**config.mk**
```make
export PLATFORM = sky130hd
export DESIGN_NAME = operand_select_pipe_flat
export DESIGN_NICKNAME = d
export VERILOG_FILES = /design/src/rtl/operand_select_pipe_if.sv /design/src/rtl/operand_select_pipe.sv /design/src/flat_wrapper.sv
export SDC_FILE = /design/constraint.sdc
export NUM_CORES = 1
export LEC_CHECK = 0
export CORE_AREA = 5 5 454 456
export DETAILED_ROUTE_END_ITERATION = 6
export DIE_AREA = 0 0 459 461
export GPL_TIMING_DRIVEN = 0
export SYNTH_ARGS = -nofsm -noshare
export SYNTH_HDL_FRONTEND = slang
export SYNTH_SLANG_ARGS = --single-unit
```
**constraint.sdc**
```tcl
create_clock -name clk -period 27.9 [get_ports clk]
set_input_delay 6.975 -clock clk [delete_from_list [all_inputs] [get_ports clk]]
set_output_delay 6.975 -clock clk [all_outputs]
set_load 0.005 [all_outputs]
```
**src/rtl/operand_select_pipe_if.sv**
```systemverilog
// Request/response bundle for operand_select_pipe: M*N-bit operand request in,
// one registered N-bit operand word out, both with valid/ready flow control.
interface operand_select_pipe_if #(
  parameter int N = 233,
  parameter int M = 4
);
  localparam int SELW = (M > 1) ? $clog2(M) : 1;

  logic [M*N-1:0]  in_data;
  logic [SELW-1:0] sel;
  logic            mode;
  logic            in_valid;
  logic            in_ready;
  logic [N-1:0]    out_data;
  logic [SELW-1:0] out_chan;
  logic            out_last;
  logic            out_valid;
  logic            out_ready;
  logic            busy;

  modport master (
    output in_data, sel, mode, in_valid, out_ready,
    input  in_ready, out_data, out_chan, out_last, out_valid, busy
  );

  modport slave (
    input  in_data, sel, mode, in_valid, out_ready,
    output in_ready, out_data, out_chan, out_last, out_valid, busy
  );
endinterface

```
**src/rtl/operand_select_pipe.sv**
```systemverilog
// Registered M-way operand selector: DIRECT passes one channel per request,
// SEQUENCE captures all channels and streams them out in rotating order.
module operand_select_pipe #(
  parameter int N = 233,
  parameter int M = 4
) (
  input logic                  clk,
  input logic                  rst,
  operand_select_pipe_if.slave bus
);
  localparam int SELW = (M > 1) ? $clog2(M) : 1;
  localparam int CNTW = $clog2(M + 1);

  typedef enum logic {IDLE, SEQ} state_e;

  state_e          state_q, state_d;
  logic [N-1:0]    buf_q [M];
  logic            buf_we;
  logic [SELW-1:0] ptr_q, ptr_d;
  logic [CNTW-1:0] cnt_q, cnt_d;
  logic [N-1:0]    out_data_q, out_data_d;
  logic [SELW-1:0] out_chan_q, out_chan_d;
  logic            out_last_q, out_last_d;
  logic            out_valid_q, out_valid_d;

  logic [N-1:0]    in_words [M];
  logic [SELW-1:0] ch;
  logic            slot_free;
  logic            in_ready;
  logic            accept;

  for (genvar k = 0; k < M; k++) begin : g_unpack
    assign in_words[k] = bus.in_data[k*N +: N];
  end

  function automatic logic [SELW-1:0] next_ptr(input logic [SELW-1:0] p);
    return (p == SELW'(M - 1)) ? '0 : p + 1'b1;
  endfunction

  // Out-of-range selects fall back to the top channel.
  assign ch        = (int'(bus.sel) >= M) ? SELW'(M - 1) : bus.sel;
  assign slot_free = !out_valid_q || bus.out_ready;
  assign in_ready  = (state_q == IDLE) && slot_free;
  assign accept    = bus.in_valid && in_ready;

  always_comb begin
    state_d     = state_q;
    ptr_d       = ptr_q;
    cnt_d       = cnt_q;
    out_data_d  = out_data_q;
    out_chan_d  = out_chan_q;
    out_last_d  = out_last_q;
    out_valid_d = out_valid_q;
    buf_we      = 1'b0;

    case (state_q)
      IDLE: begin
        if (accept) begin
          out_data_d  = in_words[ch];
          out_chan_d  = ch;
          out_valid_d = 1'b1;
          if (!bus.mode) begin
            out_last_d = 1'b1;
          end else begin
            // First sequence word comes straight from in_data while the buffer loads.
            out_last_d = 1'b0;
            buf_we     = 1'b1;
            ptr_d      = next_ptr(ch);
            cnt_d      = CNTW'(1);
            state_d    = SEQ;
          end
        end else if (bus.out_ready) begin
          out_valid_d = 1'b0;
        end
      end
      SEQ: begin
        if (slot_free) begin
          out_data_d  = buf_q[ptr_q];
          out_chan_d  = ptr_q;
          out_valid_d = 1'b1;
          out_last_d  = (cnt_q == CNTW'(M - 1));
          ptr_d       = next_ptr(ptr_q);
          cnt_d       = cnt_q + CNTW'(1);
          if (cnt_q == CNTW'(M - 1)) state_d = IDLE;
        end
      end
      default: state_d = IDLE;
    endcase
  end

  always_ff @(posedge clk) begin
    if (rst) begin
      state_q     <= IDLE;
      ptr_q       <= '0;
      cnt_q       <= '0;
      out_data_q  <= '0;
      out_chan_q  <= '0;
      out_last_q  <= 1'b0;
      out_valid_q <= 1'b0;
    end else begin
      state_q     <= state_d;
      ptr_q       <= ptr_d;
      cnt_q       <= cnt_d;
      out_data_q  <= out_data_d;
      out_chan_q  <= out_chan_d;
      out_last_q  <= out_last_d;
      out_valid_q <= out_valid_d;
    end
  end

  always_ff @(posedge clk) begin
    if (buf_we) begin
      for (int unsigned k = 0; k < M; k++) buf_q[k] <= in_words[k];
    end
  end

  assign bus.in_ready  = in_ready;
  assign bus.out_data  = out_data_q;
  assign bus.out_chan  = out_chan_q;
  assign bus.out_last  = out_last_q;
  assign bus.out_valid = out_valid_q;
  assign bus.busy      = (state_q == SEQ);
endmodule

```
**src/flat_wrapper.sv**
```systemverilog
// flat-port wrapper written by rule: the top's interface ports become plain ports
module operand_select_pipe_flat 
#(
  parameter int N = 233,
  parameter int M = 4
)
  (clk, rst, bus_in_data, bus_sel, bus_mode, bus_in_valid, bus_out_ready, bus_in_ready, bus_out_data, bus_out_chan, bus_out_last, bus_out_valid, bus_busy);
  operand_select_pipe_if #(.N(N), .M(M)) bus_i ();
  input logic clk;
  input logic rst;
  input wire logic [$bits(bus_i.in_data)-1:0] bus_in_data;
  input wire logic [$bits(bus_i.sel)-1:0] bus_sel;
  input wire logic [$bits(bus_i.mode)-1:0] bus_mode;
  input wire logic [$bits(bus_i.in_valid)-1:0] bus_in_valid;
  input wire logic [$bits(bus_i.out_ready)-1:0] bus_out_ready;
  output wire logic [$bits(bus_i.in_ready)-1:0] bus_in_ready;
  output wire logic [$bits(bus_i.out_data)-1:0] bus_out_data;
  output wire logic [$bits(bus_i.out_chan)-1:0] bus_out_chan;
  output wire logic [$bits(bus_i.out_last)-1:0] bus_out_last;
  output wire logic [$bits(bus_i.out_valid)-1:0] bus_out_valid;
  output wire logic [$bits(bus_i.busy)-1:0] bus_busy;
  assign bus_i.in_data = bus_in_data;
  assign bus_i.sel = bus_sel;
  assign bus_i.mode = bus_mode;
  assign bus_i.in_valid = bus_in_valid;
  assign bus_i.out_ready = bus_out_ready;
  assign bus_in_ready = bus_i.in_ready;
  assign bus_out_data = bus_i.out_data;
  assign bus_out_chan = bus_i.out_chan;
  assign bus_out_last = bus_i.out_last;
  assign bus_out_valid = bus_i.out_valid;
  assign bus_busy = bus_i.busy;
  operand_select_pipe #(.N(N), .M(M)) u_core (.clk(clk), .rst(rst), .bus(bus_i));
endmodule
```
==> results of run 1 <==
[per-stage QoR]
step | hold slack, ns | cells
2_1_floorplan | 0.4496 | 2818
5_1_grt | 0.4792 | 6968
3_3_place_gp | 0.4486 | 6666
6_report | 0.4622 | 6996
3_5_place_dp | 0.4528 | 6683
4_1_cts | 0.4666 | 6940
[logic make-up after synthesis]
family | share of synthesized area [%]
DFF | 65.93
muxes | 21.01
AOI/OAI and AO/OA | 8.088
buffers and inverters | 2.327
and+or+nand+nor | 2.546
adders and majority gates | 0.1003
[final cells by class]
| type | instances | area (µm²) |
|---|---|---|
| buffer | 237 | 1160 |
| fill | 19260 | 131000 |
| tap | 2672 | 3343 |
| antenna | 56 | 140.1 |
| inverter | 1 | 3.754 |
| timing repair buffer | 1193 | 12230 |
| multi-input combinational | 1403 | 15860 |
| clock buffer | 200 | 3902 |
| clock inverter | 57 | 708.2 |
| sequential | 1177 | 32890 |
[state kept, by name (all words and copies together) (netlist names), named ones only]
register and flops:
u_core.buf_q 932, u_core.ptr_q 2, u_core.bus.out_valid 1, u_core.bus.out_data 233
u_core.bus.out_last 1, u_core.bus.busy 1, u_core.bus.out_chan 2, u_core.cnt_q 3
[synthesized netlist by cell type (7+ instances only)]
cell type,number
buf_2,100
nand2b_1,190
mux2i_1,424
buf_6,16
mux4_2,277
dfxtp_1,245
edfxtp_1,932
a22oi_1,188
buf_1,7
a21oi_1,57
clkbuf_1,108
a32o_1,189
a211oi_1,47
[worst max-delay path, cell delays in order]
cell and delay (ns):
clkdlybuf4s50_1 0.42, nor2b_1 0.54, nor2_1 0.34, clkdlybuf4s50_1 0.54
[how the worst max path moves through the flow]
stage                                      to  slack (ns)  cells after the start
after floorplan            u_core.buf_q[0][0]        9.03                      3
after global placement    u_core.buf_q[0][86]        2.93                      4
after detailed placement         bus_in_ready       12.16                      4
after CTS                        bus_in_ready       12.15                      4
after global routing             bus_in_ready       12.05                      4
final                            bus_in_ready       12.10                      4
[power groups by stage]
stage                     Clock (mW)  Combinational (mW)  Sequential, mW
final                           1.87               0.727            2.05
after global routing            1.98               0.771            2.06
after CTS                       1.91               0.737            2.05
after detailed placement           0               0.733            2.08
after global placement             0               0.719            2.13
after floorplan                    0               0.308            2.11
[per-layer routing]
metal | global-route usage [%] | wire length (µm) | vias up
li1 | - | - | 14540
met1 | 23.77 | 84340 | 18030
met2 | 34.64 | 110600 | 1785
met3 | 9.042 | 25180 | 400
met4 | 7.586 | 8106 | 80
met5 | 0 | 509 | -
==> results.cfg, run 1 <==
[sta]
slew_headroom_pct = 20.35
fmax_ghz = 0.06329
worst_pin_slew_ns = 1.195
finalWorstSetupSlack_ns = 12.10
setup_violations = 0
min_period_ns = 15.80
rsz0062_at_grt = false
slew_violations = 0
skew_ns = 0.03576
hold_violations = 0
period_share_pct = 56.63
setup_tns_ns = 0

[yosys]
yosys.area.top_type = edfxtp_1
synthCells = 2818
synth_edf_count = 932
synth_ff_type = edfxtp_1
synth_area_leaders = edfxtp_1, mux4_2, dfxtp_1, mux2i_1, a32o_1
netlist_area_um2 = 49890
synth.avg_cell_area_um2 = 17.70
synth_seq_cells = 1177
seq_area_frac_synth_pct = 65.93
syn-num-nets = 3761
synth_top_cell_area_share_pct = 56.10
synth_async_sr_flop_share_pct = 0
yosys.cell_types.count = 32
ys_warn_count = 0

[min_path]
whs_path_depth = 1
hold_class = flip-flop to flip-flop
holdCritStartpoint = u_core.bus.out_data[155]
hold_end = u_core.bus.out_data[155]

[run]
drv_cap = 0

[clock_network]
cts_resized = 0
hold_buffers = 0
cts_made_buffers = 139
clock_sinks = 1177
post_cts_buffers = 0
cts_root_buf = clkbuf_16
cts_buffer_depth = 3
h-tree-depth = 4
clk_latency_ns = 0.81
path_clk_slew_ns = 0.06
cts_tree = built

[worst_setup_path]
rr_worst_depth = 10
end_kind = output port
cp-start-kind = primary input
ff2ff_setup_slack_ns = 22.62
r2r_start = u_core.bus.busy
cp_data_arrival_time_ns = 8.83
required_ns = 20.92
crit_fanout = 6
crit_start = bus_out_ready
r2r_end = u_core.buf_q[2][86]
setup.worst_path.class = primary input to output port

[route]
drcViolationCount = 0
routed_via_density = 4.980
final_antenna_net_count = 0
first_pass_iters = 5
wl_per_cell_um = 32.70
drt_iter0_drc = 3575
vias = 34840
wl_um = 228700

[die]
die-area_um2 = 211600
initial_core_util_pct = 24.79
ioPinCount = 1178
rows = 165
die_h_um = 461
core_area_um2 = 201300
die_w_um = 459

[place]
hpwlAfterDp_um = 178400
gp_congestion = 0.9109
portBuffers = 1176
pre_cts_ws_ns = 12.16
postPlaceCellArea_um2 = 65490

[cells_and_area]
finalInstanceArea_um2 = 70240
drive_above_1_share_pct = 14.57
mostFrequentLayoutCell = clkdlybuf4s50_1
layout_common_cells = clkdlybuf4s50_1, edfxtp_1, mux2i_1
final_nets = 5095
final_util_pct = 34.89
syn2layout_area_growth_pct = 40.78

[power]
p_per_area_nw_per_um2 = 66.17
p_sw_mw = 1.189
cellLeakagePower_nw = 23.53
clock_power_share_pct = 40.3
pwr-share-comb_pct = 15.6
pwr-share-seq_pct = 44.1
max-vdd-ir-drop_uv = 58.29
p_sw_share_pct = 25.59
total_power_mw = 4.647
internal-power_mw = 3.458

[grt]
grt_use_total_pct = 20.80
grt_pass1_vias = 35980
grt_first_pass_wirelength_um = 305700
grt_max_degree = 73
overflow = 0
antenna_found_initial = 113

[run_status]
status = completed
(Power assumes the default switching activity.)
==> run 2: changes to the inputs <==
- clock period: 27.9 -> 13.37 ns (I/O delays scaled with it)
==> results.cfg, run 2 (synthesis results as in run 1) <==
[clock_network]
path_clk_slew_ns = 0.06
cts_tree = built
cts_resized = 0
cts_buffer_depth = 3
post_cts_buffers = 0
clk_latency_ns = 0.81
h-tree-depth = 4
clock_sinks = 1177
hold_buffers = 0
cts_root_buf = clkbuf_16
cts_made_buffers = 141

[worst_setup_path]
required_ns = 10.03
critPathTopFamily = buffers and inverters
rr_worst_depth = 10
cp_data_arrival_time_ns = 5.08
ff2ff_setup_slack_ns = 8.61
crit_fanout = 6
r2r_start = u_core.bus.busy
critPathBufInv = 2
cp_slowest_stage_delay_ns = 0.60
timing.critical_path.mode_cell = clkdlybuf4s50_1
cp-start-kind = primary input
path_cells = clkdlybuf4s50_1, nor2b_1, nor2_1, clkdlybuf4s50_1
setup.worst_path.class = primary input to output port
cpMaxStageDelayCell = clkdlybuf4s50_1
end_kind = output port
r2r_end = u_core.buf_q[0][63]

[die]
die-area_um2 = 211600
ioPinCount = 1178
die_w_um = 459
die_h_um = 461
initial_core_util_pct = 24.79
rows = 165
core_area_um2 = 201300

[route]
drcViolationCount = 0
wl_um = 232100
routed_via_density = 5.038
drt_iter0_drc = 3639
vias = 35180
final_antenna_net_count = 0
wl_per_cell_um = 33.24
first_pass_iters = 6

[min_path]
hold_end = u_core.bus.out_data[175]
holdCritStartpoint = u_core.bus.out_data[175]
whs_path_depth = 1
hold_class = flip-flop to flip-flop

[sta]
slew_violations = 0
fmax_ghz = 0.1187
worst_pin_slew_ns = 1.330
period_share_pct = 63.02
skew_ns = 0.04344
hold_ws_ns = 0.4665
slew_headroom_pct = 11.35
setup_tns_ns = 0
rsz0062_at_grt = false
min_period_ns = 8.426
setup_violations = 0
hold_violations = 0

[run]
drv_cap = 0

[place]
placed_cells = 6683
gp_congestion = 0.9386
hpwlAfterDp_um = 181500
portBuffers = 1176
postPlaceCellArea_um2 = 65470

[power]
p_sw_mw = 2.484
total_power_mw = 9.664
internal-power_mw = 7.180
cellLeakagePower_nw = 23.52
pwr-share-seq_pct = 44.3
clock_power_share_pct = 39.9
p_sw_share_pct = 25.71
p_per_area_nw_per_um2 = 137.7
pwr-share-comb_pct = 15.8
max-vdd-ir-drop_uv = 126.5

[cells_and_area]
final-instance-count-excl-fill = 6983
top_register = u_core.buf_q
layout_common_cells = clkdlybuf4s50_1, edfxtp_1, mux2i_1
drive_above_1_share_pct = 14.56
largest_reg_flops = 932
final_nets = 5097
mostFrequentLayoutCell = clkdlybuf4s50_1
fillCellCount = 19400
finalInstanceArea_um2 = 70160
syn2layout_area_growth_pct = 40.63

[grt]
antenna_found_initial = 87
grt_first_pass_wirelength_um = 308900
grt_max_degree = 73
grt_use_total_pct = 21.06
overflow = 0
grt_pass1_vias = 36050

[run_status]
status = completed
run 2: cell count changes in the layout (fill, tap and decap cells not counted), sizes merged:
| cell | before | now |
|---|---|---|
| clkinvlp | 6 | 4 |
| diode | 56 | 38 |
| inv | 7 | 9 |
| clkinv | 34 | 26 |
| bufinv | 11 | 5 |
| clkbuf | 308 | 327 |
run 2: power groups by stage:
stage	Combinational, mW	Clock [mW]	Sequential (mW)
3_5_place_dp	1.54	0	4.35
6_report	1.53	3.86	4.28
4_1_cts	1.55	3.93	4.28
5_1_grt	1.61	4.10	4.29
2_1_floorplan	0.642	0	4.36
3_3_place_gp	1.51	0	4.40
run 2: layer usage:
| metal | wire length [µm] | up-vias | GRT usage, % |
|---|---|---|---|
| met5 | 356 | - | 0 |
| met4 | 7860 | 58 | 7.212 |
| met3 | 22520 | 373 | 7.600 |
| met2 | 111700 | 1859 | 35.03 |
| met1 | 89680 | 18390 | 25.29 |
| li1 | - | 14500 | - |
run 2: layout make-up:
| cell class | instances | area [µm²] | area share [%] |
|---|---|---|---|
| tap | 2672 | 3343 | 4.765 |
| antenna | 38 | 95.09 | 0.1355 |
| inverter | 1 | 3.754 | 0.005350 |
| buffer | 237 | 1157 | 1.650 |
| sequential | 1177 | 32890 | 46.88 |
| clock inverter | 43 | 496.7 | 0.7080 |
| clock buffer | 219 | 4095 | 5.837 |
| timing repair buffer | 1193 | 12220 | 17.42 |
| multi-input combinational | 1403 | 15850 | 22.60 |
run 2: how the worst max path moves through the flow:
stage / start / to / slack (ns) / cells after the start
floorplan: bus_out_ready / u_core.buf_q[0][0] / 2.78 / 3
global placement: bus_out_ready / u_core.buf_q[2][59] / -0.93 / 4
detailed placement: bus_out_ready / bus_in_ready / 4.94 / 4
CTS: bus_out_ready / bus_in_ready / 4.92 / 4
global route: bus_out_ready / bus_in_ready / 4.78 / 4
finish: bus_out_ready / bus_in_ready / 4.94 / 4
run 2: stage by stage:
stage | util (%) | setup WS, ns
global placement | 32.30 | -0.9302
floorplan | - | 2.780
finish | 34.86 | 4.944
global route | 34.84 | 4.782
CTS | 34.81 | 4.921
detailed placement | 32.53 | 4.937
